--- config.mk ---
export PLATFORM = sky130hd
export DESIGN_NAME = barrido_sweep
export DESIGN_NICKNAME = d
export VERILOG_FILES = /design/src/rtl/barrido_sweep.sv
export SDC_FILE = /design/constraint.sdc
export NUM_CORES = 1
export LEC_CHECK = 0
export ABC_AREA = 1
export BUFFER_PORTS_ARGS = -buffer_cell sky130_fd_sc_hd__buf_4
export CAP_MARGIN = 15
export CORE_MARGIN = 5
export CORE_UTILIZATION = 30
export CTS_CLUSTER_DIAMETER = 100
export DETAILED_ROUTE_END_ITERATION = 6
export HOLD_SLACK_MARGIN = 0.08
export PLACE_DENSITY = 0.54
export SYNTH_ARGS = -nofsm -noshare
export SYNTH_HDL_FRONTEND = slang
export SYNTH_SLANG_ARGS = --single-unit
--- constraint.sdc ---
create_clock -name clk -period 4.4 [get_ports clk]
set_input_delay 0 -clock clk [delete_from_list [all_inputs] [get_ports clk]]
set_output_delay 0 -clock clk [all_outputs]
set_load 0.01 [all_outputs]
--- src/rtl/barrido_sweep.sv ---
// Single-pattern march sweep: writes STUCK_VALUE to every word, then reads each
// word back and classifies mismatches as high-half-only or low-half errors.
module barrido_sweep #(
  parameter int                N_WORDS     = 1 << 20,
  parameter int                DATA_W      = 16,
  parameter int                ADDR_W      = (N_WORDS > 1) ? $clog2(N_WORDS) : 1,
  parameter logic [DATA_W-1:0] STUCK_VALUE = {DATA_W{1'b1}}
) (
  input  logic              clk,
  input  logic              rst,
  input  logic              start,
  input  logic [DATA_W-1:0] mem_dout,
  output logic              mem_write_enable,
  output logic [DATA_W-1:0] mem_din,
  output logic [ADDR_W-1:0] mem_addr,
  output logic              done_write,
  output logic              done_read,
  output logic              read_phase,
  output logic              all_done,
  output logic [ADDR_W-1:0] addr_out,
  output logic [1:0]        error_type
);

  localparam logic [ADDR_W-1:0] LAST = ADDR_W'(N_WORDS - 1);

  typedef enum logic [1:0] {
    IDLE  = 2'd0,
    WRITE = 2'd1,
    READ  = 2'd2,
    DONE  = 2'd3
  } state_t;

  state_t              state_r;
  logic [ADDR_W-1:0]   cnt_r;
  logic                we_r;
  logic [DATA_W-1:0]   din_r;
  logic [ADDR_W-1:0]   addr_r;
  logic [ADDR_W-1:0]   addr_out_r;
  logic                done_write_r;
  logic                done_read_r;
  logic                read_phase_r;
  logic                all_done_r;
  logic [ADDR_W-1:0]   cnt_next_s;

  // A low-half mismatch dominates, so 2'b11 can never be produced.
  function automatic logic [1:0] classify(input logic [DATA_W-1:0] data);
    logic [DATA_W-1:0] diff;
    diff = data ^ STUCK_VALUE;
    if (|diff[DATA_W/2-1:0]) begin
      classify = 2'b10;
    end else if (|diff[DATA_W-1:DATA_W/2]) begin
      classify = 2'b01;
    end else begin
      classify = 2'b00;
    end
  endfunction

  assign cnt_next_s = cnt_r + {{(ADDR_W-1){1'b0}}, 1'b1};

  // Sweep FSM; outputs are computed for the cycle the next state occupies.
  always_ff @(posedge clk or negedge rst) begin
    if (!rst) begin
      state_r      <= IDLE;
      cnt_r        <= '0;
      we_r         <= 1'b0;
      din_r        <= '0;
      addr_r       <= '0;
      addr_out_r   <= '0;
      done_write_r <= 1'b0;
      done_read_r  <= 1'b0;
      read_phase_r <= 1'b0;
      all_done_r   <= 1'b0;
    end else begin
      we_r         <= 1'b0;
      din_r        <= '0;
      addr_r       <= '0;
      addr_out_r   <= '0;
      done_write_r <= 1'b0;
      done_read_r  <= 1'b0;
      read_phase_r <= 1'b0;
      all_done_r   <= 1'b0;
      case (state_r)
        IDLE: begin
          cnt_r <= '0;
          if (start) begin
            state_r <= WRITE;
            we_r    <= 1'b1;
            din_r   <= STUCK_VALUE;
          end else begin
            state_r <= IDLE;
          end
        end
        WRITE: begin
          if (!start) begin
            state_r <= IDLE;
            cnt_r   <= '0;
          end else if (cnt_r == LAST) begin
            state_r      <= READ;
            cnt_r        <= '0;
            read_phase_r <= 1'b1;
            done_write_r <= 1'b1;
          end else begin
            cnt_r  <= cnt_next_s;
            addr_r <= cnt_next_s;
            we_r   <= 1'b1;
            din_r  <= STUCK_VALUE;
          end
        end
        READ: begin
          if (!start) begin
            state_r <= IDLE;
            cnt_r   <= '0;
          end else if (cnt_r == LAST) begin
            state_r      <= DONE;
            cnt_r        <= '0;
            done_write_r <= 1'b1;
            done_read_r  <= 1'b1;
            all_done_r   <= 1'b1;
          end else begin
            cnt_r        <= cnt_next_s;
            addr_r       <= cnt_next_s;
            addr_out_r   <= cnt_next_s;
            read_phase_r <= 1'b1;
            done_write_r <= 1'b1;
          end
        end
        DONE: begin
          cnt_r <= '0;
          if (!start) begin
            state_r <= IDLE;
          end else begin
            state_r      <= DONE;
            done_write_r <= 1'b1;
            done_read_r  <= 1'b1;
            all_done_r   <= 1'b1;
          end
        end
        default: begin
          state_r <= IDLE;
          cnt_r   <= '0;
        end
      endcase
    end
  end

  // Classification follows the RAM read data within the same cycle.
  always_comb begin
    error_type = 2'b00;
    if (read_phase_r) begin
      error_type = classify(mem_dout);
    end else begin
      error_type = 2'b00;
    end
  end

  assign mem_write_enable = we_r;
  assign mem_din          = din_r;
  assign mem_addr         = addr_r;
  assign addr_out         = addr_out_r;
  assign done_write       = done_write_r;
  assign done_read        = done_read_r;
  assign read_phase       = read_phase_r;
  assign all_done         = all_done_r;

endmodule

**Word level (Yosys, flattened, before mapping)**

Cells that the tools add are included.

- Register bits after elaboration: 82
- Output and inout bits: 63
- Word-level logic and storage cells: 52

- Add/sub/neg operators: 1
- Equality and inequality tests: 6
- Multiplexer cells: 28
- Bitwise operators: 1
- Reduce and logical (&&, ||, !) cells: 7

Operator list:

| kind | number |
|---|---|
| 20-bit two-way mux | 4 |
| 16-bit two-way mux | 3 |
| 20-bit one-hot mux with 2 select lines | 1 |
| 16-bit one-hot mux with 2 select lines | 1 |
| 20-bit by 1-bit adder with 20-bit output (second input constant) | 1 |
| 20-bit equality test (second input constant) | 1 |
| 16-bit inverter | 1 |
| 8-bit OR reduction | 2 |
| 2-bit two-way mux | 7 |
| 1-bit one-hot mux with 2 select lines | 4 |
| 2-bit one-hot mux with 4 select lines | 1 |
| 1-bit two-way mux | 7 |
| 3-bit inequality test (second input constant) | 2 |
| 2-bit OR reduction | 3 |
| 2-bit equality test (second input constant) | 2 |
| 2-bit by 1-bit equality test with 1-bit output (second input constant) | 1 |
| 2-bit zero test | 1 |
| 2-bit AND reduction | 1 |

**Longest topological paths before layout**

Gate-level depths: netlist (run 1).

- Depth in word-level cells: 5
- Gate-level depth with buffers: 9
- Mapped depth without buffers: 9

**Worst setup path before layout (run 1)**

Ideal clock, no wire load.

- Path kind: register to register
- Start: reg cnt_r[0]
- End: reg addr_r[6] (netlist: mem_addr[6])
- Setup time: 132 ps
- Arrival: 1334 ps
- Required time: 4268 ps
- Path slack: 2934 ps
- Stages on the path, launching flop included: 9
- Path buffers: 0
- Cells stage by stage: dfrtp_1 > ha_1 > nand2_2 > inv_1 > nand3_1 > inv_1 > or2_2 > nand3b_1 > nor2_1

- Cells in the longest elaborated chain, start to end: 4

RTL lines:

| element | line | RTL |
|---|---|---|
| start: declaration | 34 | `logic [ADDR_W-1:0] cnt_r;` |
| start signal: assignment | 103 | `cnt_r <= cnt_next_s;` |
| start signal: assignment | 120 | `cnt_r <= cnt_next_s;` |
| 20-bit by 1-bit adder with 20-bit output or 20-bit equality test (tied branches) | 58, 97, 113 |  |
| 20-bit two-way mux (*) | 97, 113 |  |
| 20-bit two-way mux (*) | 94 | `if (!start) begin` |
| 20-bit two-way mux (*) | -- |  |
| end signal: assignment | 104 | `addr_r <= cnt_next_s;` |
| end signal: assignment | 121 | `addr_r <= cnt_next_s;` |
| end: declaration | 37 | `logic [ADDR_W-1:0] addr_r;` |

Every way passes the cells marked *; elsewhere a longest branch is shown, timed or not.
A chain may end at the register's enable or synchronous reset.

**Worst setup path after layout (run 1)**

- Start: reg cnt_r[0]
- End: reg addr_r[16] (netlist: mem_addr[16])

Same word-level chain as after synthesis.

==> reports/results.tsv, run 1 <==
metric	value	unit
status	complete, no violations	
endpoint type of the worst setup path	flip-flop	
post-layout instance area	3730	um2
antenna violations before repair	0	
Largest delay share family, worst path	simple AND/OR/NAND/NOR gates	
sort of element at the start of the critical path	flip-flop	
post-CTS sizing	0	
Routed WL per cell	13.0	um
number of design rule violations left after detail routing	0	
placed wire-length estimate after detailed placement	4.88	mm
effective utilization at floorplan	31.1	%
Tightest Pin Transition	799	ps
parity-gate share of the synthesized area counting xor and xnor cells	3.02	%
Peak Freq	592	MHz
WP data arrival	1900	ps
synthesized instance count	305	
proportion of layout cells with a drive suffix above 1	30.2	%
number of CTS-inserted buffers	9	
iteration count of the initial detailed-routing pass	5	
setup repair after global routing missed its margin	false	
clk sink count	66	
count of buffers added by post-CTS timing repair for setup	0	
distinct cell type count after synthesis	31	
count of non-filler cells in the finished layout	510	
count of pins over their slew limit	0	
area inside the core boundary	9330	um2
Antenna diodes	0	
average cell area after synthesis	9.50	um2
required time at the worst-slack endpoint	4610	ps
standard cell with the maximum stage delay on the critical path	sky130_fd_sc_hd__dfrtp_1	
maximum level of the CTS H-tree	3	
worst-case register-to-register setup slack	2710	ps
number of port buffers	81	
DR vias/cell	4.27	
max cap viols	0	
share of the cycle needed by the critical path after routing	38.4	%
hold buffer count at cts	2	
Leakage Power	1.83	nW
routability-driven placement congestion ratio	0.853	
clock transition at the registers of the reported paths	70	ps
largest net degree at the start of global routing	67	
Pwr Density	421	nW/um2
highest-count cells in the layout ignoring fill and taps	sky130_fd_sc_hd__buf_4, sky130_fd_sc_hd__nor2_1, sky130_fd_sc_hd__dfrtp_1	
Yosys warning total	0	
multiplexer share of the synthesized area	0	%
CTS tree	yes	
delay of the slowest cell on the worst path	430	ps
net count reported at finish	400	
standard cell area after detailed placement	3490	um2
number of rows in the core area	35	
Setup Crit Path Kind	reg -> reg	
final hold violation count	0	
total congestion overflow after global routing	0	
class of the tightest hold or removal check	in -> async	
vias in the first global route	2276	
number of nets with antenna violations after routing	0	
overall fraction of global-route tracks in use	12.3	%
flip-flop and latch count after synthesis	66	
Final min period	1690	ps
multi-input logic area	962	um2
insertion delay of the later-clocked pin in the worst-skew pair	340	ps
cell area after synthesis	2900	um2
register area share after synthesis	57.0	%
Iteration-0 DRC Markers	82	
post-synthesis compound-gate area fraction	2.76	%
I/O Pins	82	
synthesized netlist net count	329	
worst path bufs/invs	0	
total via count after detailed routing	2178	
flip-flop and latch area	1650	um2
cell-by-cell listing of the critical path	ha_1, nand3_1, nor2_1, nand3_4, nand3_4, nor2_1	
detailed-route wire length	6.64	mm
skew final	6.50	ps
share of synthesized cell area in full adder, half adder and majority cells	2.16	%
wire length of the first global-routing pass	11.1	mm
Die ar.	11700	um2
most common cell after layout, fill and taps aside	sky130_fd_sc_hd__buf_4	
dominant combinational cell family by area after synthesis	simple AND/OR/NAND/NOR gates	
deepest clock path buffer count	2	
setup total negative slack	0	ps
number of inserted filler cells in the final layout	957	
basic-gate share of the synthesized area counting and, or, nand and nor cells	25.3	%
Die Width	108	um
final setup violation count	0	
top fanout value on the critical path	24	
maximum vdd drop	0.134	mV
number of cells after detailed placement	492	
Area Overhead vs Synth	28.7	%
height of the chip	108	um
Root Driver	sky130_fd_sc_hd__clkbuf_8	
remaining max-slew budget at the tightest pin	46.8	%
[cell families (layout without fill, tap and decap cells)]
logic type / after synthesis / after routing
xor+xnor: 10 / 10
fa+ha+maj: 5 / 5
buf+inv: 52 / 128
simple gates: 159 / 159
flops: 66 / 66
compound gates: 13 / 13
[worst register-to-register path, cell delays in order, from the launching register on]
cell	delay [ps]
sky130_fd_sc_hd__dfrtp_1	430
sky130_fd_sc_hd__ha_1	240
sky130_fd_sc_hd__nand3_1	100
sky130_fd_sc_hd__nor2_1	220
sky130_fd_sc_hd__nand3_4	210
sky130_fd_sc_hd__nand3_4	280
sky130_fd_sc_hd__nor2_1	100
[cell type report]
| cell class | instances | share of cell area (%) |
|---|---|---|
| Sequential cell | 66 | 44.3 |
| Timing Repair Buffer | 83 | 16.8 |
| Tap cell | 129 | 4.33 |
| Inverter | 29 | 2.92 |
| Multi-Input combinational cell | 187 | 25.8 |
| Clock buffer | 9 | 3.32 |
| Clock inverter | 7 | 2.52 |
[where the power goes]
group / total [mW] / internal, mW / switching (mW) / leakage, nW
Sequential: 0.665 / 0.630 / 0.0357 / 0.917
Combinational: 0.351 / 0.144 / 0.208 / 0.807
Clock: 0.552 / 0.318 / 0.235 / 0.105
Total: 1.57 / 1.09 / 0.478 / 1.83
[final timing paths]
kind | from | to | cells after the start
setup / recovery | cnt_r[0]$_DFF_PN0_ | mem_addr[16]$_DFF_PN0_ | 6
hold / removal | rst | addr_out[1]$_DFF_PN0_ | 2
setup reg to reg | cnt_r[0]$_DFF_PN0_ | mem_addr[16]$_DFF_PN0_ | 6
hold reg to reg | cnt_r[0]$_DFF_PN0_ | addr_out[0]$_DFF_PN0_ | 1
max in group asynchronous | rst | mem_addr[15]$_DFF_PN0_ | 2
min in group clk | mem_dout[0] | error_type[1] | 5
[state kept, by name, indices dropped and copies added, names as in the netlist]
name	flops
mem_addr	20
addr_out	20
read_phase	1
state_r	2
cnt_r	20
done_write	1
all_done	1
mem_din	1
[cells in the mapped netlist (all sizes together)]
| cell | instances | area share (%) |
|---|---|---|
| nand3b | 1 | 0.26 |
| dfrtp | 66 | 57 |
| o21bai | 1 | 0.26 |
| nor2 | 82 | 11 |
| a21oi | 5 | 0.86 |
| nand2 | 42 | 5.7 |
| or2 | 2 | 0.43 |
| buf | 21 | 5.7 |
| xnor2 | 6 | 1.8 |
| clkinv | 2 | 0.26 |
| nand3 | 17 | 4.2 |
| nand4 | 10 | 2.4 |
| xor2 | 4 | 1.2 |
| inv | 27 | 3.5 |
| o21ai | 3 | 0.52 |
| o2111ai | 2 | 0.60 |
| clkbuf | 2 | 0.30 |
| ha | 5 | 2.2 |
| o211ai | 1 | 0.26 |
| nor3 | 5 | 1.2 |
| o21a | 1 | 0.26 |
[routing by layer]
layer | wire [um] | part of all wire, % | GRT usage (%)
met1 | 3120 | 47 | 16.2
met2 | 3000 | 45 | 18.7
met3 | 389 | 5.9 | 3.34
met4 | 134 | 2.0 | 5.95
met5 | 0 | 0 | 0
[stage by stage]
step	hold slack, ps	utilization (%)	power, mW	worst slack, ps
floorplan	-296	-	0.951	2930
global placement	145	37.4	1.03	2690
detailed placement	156	37.4	1.04	2660
CTS	333	40.0	1.59	2650
global route	349	40.0	1.65	2510
finish	293	40.0	1.57	2710
(Power assumes the default switching activity.)
==> inputs of run 2 (changes only) <==
PLACE_DENSITY = 0.56   (was 0.54)
clock period = 1.4 ns   (was 4.4 ns; I/O delays follow)
==> run 2 against run 1 <==
Net effect:
- the flow now finishes with violations (setup timing)
- sequential power increased to 3.1 times the previous value
- flip-flop and latch count did not move
- combinational power grew to 4.0 times the previous value
- register-to-register slack worse by 2800 ps
- core utilization up 7.4 points
- critical path type unchanged
==> reports/results.tsv, run 2 (same netlist as run 1, synthesis figures left out) <==
metric	value	unit	change
Peak Freq	653	MHz	was 592 MHz
Routed WL per cell	12.8	um	was 13.0 um
max cap viols	0		unchanged
delay of the slowest cell on the worst path	390	ps	was 430 ps
Reg2Reg Depth	7		was 6
Iteration-0 DRC Markers	96		was 82
placement-stage worst setup slack	-83.0	ps	was 2660 ps
proportion of layout cells with a drive suffix above 1	50.9	%	was 30.2%
share of the cycle needed by the critical path after routing	109	%	was 38.4%
final hold violation count	0		unchanged
Leakage Power	2.22	nW	was 1.83 nW
count of pins over their slew limit	0		unchanged
number of rows in the core area	35		unchanged
number of nets with antenna violations after routing	0		unchanged
worst-case register-to-register setup slack	-130	ps	was 2710 ps
Pwr Density	1090	nW/um2	was 421 nW/um2
effective utilization at floorplan	31.1	%	unchanged
Antenna diodes	0		unchanged
Setup Crit Path Kind	reg -> reg		unchanged
area inside the core boundary	9330	um2	unchanged
skew final	7.57	ps	was 6.50 ps
vias in the first global route	2468		was 2,276
wire length of the first global-routing pass	11.9	mm	was 11.1 mm
net count reported at finish	459		was 400
highest-count cells in the layout ignoring fill and taps	sky130_fd_sc_hd__buf_4, sky130_fd_sc_hd__nor2_1, sky130_fd_sc_hd__dfrtp_1		unchanged
setup total negative slack	-1390	ps	was 0 ps
Tightest Pin Transition	441	ps	was 799 ps
top fanout value on the critical path	4		was 24
maximum vdd drop	0.591	mV	was 0.134 mV
maximum level of the CTS H-tree	3		unchanged
height of the chip	108	um	unchanged
Die Width	108	um	unchanged
total via count after detailed routing	2429		was 2,178
Critical R2R Launch	cnt_r[0]$_DFF_PN0_		unchanged
post-layout instance area	4420	um2	was 3730 um2
routability-driven placement congestion ratio	0.830		was 0.853
iteration count of the initial detailed-routing pass	4		was 5
standard cell area after detailed placement	3840	um2	was 3490 um2
WP data arrival	1750	ps	was 1900 ps
DR vias/cell	4.28		was 4.27
number of cells after detailed placement	534		was 492
antenna violations before repair	0		unchanged
standard cell with the maximum stage delay on the critical path	sky130_fd_sc_hd__dfrtp_1		unchanged
total congestion overflow after global routing	0		unchanged
Die ar.	11700	um2	unchanged
remaining max-slew budget at the tightest pin	70.6	%	was 46.8%
sum of internal, switching and leakage power	4.80	mW	was 1.57 mW
cell-by-cell listing of the critical path	ha_4, nand2_4, nor2_4, nand2_4, nor3_4, xnor2_2, nor2_1		was ha_1, nand3_1, nor2_1, nand3_4, nand3_4, nor2_1
count of non-filler cells in the finished layout	567		was 510
Final min period	1530	ps	was 1690 ps
Root Driver	sky130_fd_sc_hd__clkbuf_8		unchanged
insertion delay of the later-clocked pin in the worst-skew pair	340	ps	about the same
status	finished, violations left		was complete, no violations
final-layout worst hold slack	124	ps	was 293 ps
number of port buffers	81		unchanged
number of CTS-inserted buffers	9		unchanged
most common cell after layout, fill and taps aside	sky130_fd_sc_hd__buf_4		unchanged
endpoint type of the worst setup path	flip-flop		unchanged
Finished Core Util	47.4	%	was 40.0%
sort of element at the start of the critical path	flip-flop		unchanged
CTS tree	yes		unchanged
deepest clock path buffer count	2		unchanged
failing checks	setup timing		
final setup violation count	33		was 0
r2r endpoint	addr_out[16]$_DFF_PN0_		was mem_addr[16]$_DFF_PN0_
Area Overhead vs Synth	52.6	%	was 28.7%
number of design rule violations left after detail routing	0		unchanged
min setup slack post-route	-132	ps	was 2710 ps
detailed-route wire length	7.25	mm	was 6.64 mm
setup repair after global routing missed its margin	true		was false
clock transition at the registers of the reported paths	60	ps	was 70 ps
clk sink count	66		unchanged
number of inserted filler cells in the final layout	870		was 957
class of the tightest hold or removal check	in -> async		unchanged
most frequent cell on the critical path	sky130_fd_sc_hd__nand2_4		
largest net degree at the start of global routing	38		was 67
placed wire-length estimate after detailed placement	5.04	mm	was 4.88 mm
I/O Pins	82		unchanged
overall fraction of global-route tracks in use	12.9	%	was 12.3%
required time at the worst-slack endpoint	1620	ps	was 4610 ps
run 2: area by class of cell:
class                           instances  area, um2  area share, %
Clock buffer                           11        141           3.20
Clock inverter                          3       17.5          0.396
Inverter                               29        109           2.46
Multi-Input combinational cell        190       1250           28.3
Sequential cell                        66       1650           37.4
Tap cell                              129        161           3.65
Timing Repair Buffer                  139       1090           24.6
run 2: metal layers:
metal / track usage, % / up-vias / wire (um)
met1: 16.2 / 1135 / 3100
met2: 20.6 / 77 / 3490
met5: 0 / - / 0
li1: - / 1201 / -
met3: 3.70 / 16 / 506
met4: 5.95 / 0 / 161
run 2: where the power goes:
group	switching (mW)	total (mW)	internal, mW
Combinational	0.784	1.40	0.619
Clock	0.661	1.32	0.664
Sequential	0.0911	2.07	1.98
Total	1.54	4.80	3.26
run 2: worst max path at each step:
stage / startpoint / to / slack (ps) / cells after the start
after floorplan: state_r[1]$_DFFE_PN0P_ / cnt_r[13]$_DFF_PN0_ / 20 / 5
after global placement: cnt_r[0]$_DFF_PN0_ / addr_out[11]$_DFF_PN0_ / -90 / 6
after detailed placement: cnt_r[0]$_DFF_PN0_ / cnt_r[11]$_DFF_PN0_ / -80 / 6
after CTS: cnt_r[1]$_DFF_PN0_ / read_phase$_DFF_PN0_ / -70 / 7
after global routing: cnt_r[7]$_DFF_PN0_ / read_phase$_DFF_PN0_ / -230 / 7
final: cnt_r[0]$_DFF_PN0_ / addr_out[16]$_DFF_PN0_ / -130 / 7
run 2: worst max-delay path, delay by kind of cell, from the launching register on:
kind / cells / cell delay (ps)
XOR/XNOR: 1 / 180
adder cells (fa/ha/maj): 1 / 180
flip-flops: 1 / 390
AND/OR/NAND/NOR: 5 / 650
run 2: timing repair:
item / 4_1_cts / 5_1_grt
hold buffers: 2 / 0
pin swaps: 6 / 13
cloned: 3 / 0
gates resized for setup: 21 / 51
buffers inserted: 5 / 10
hold endpoints to repair: 80 / 0
setup endpoints to repair: 47 / 66
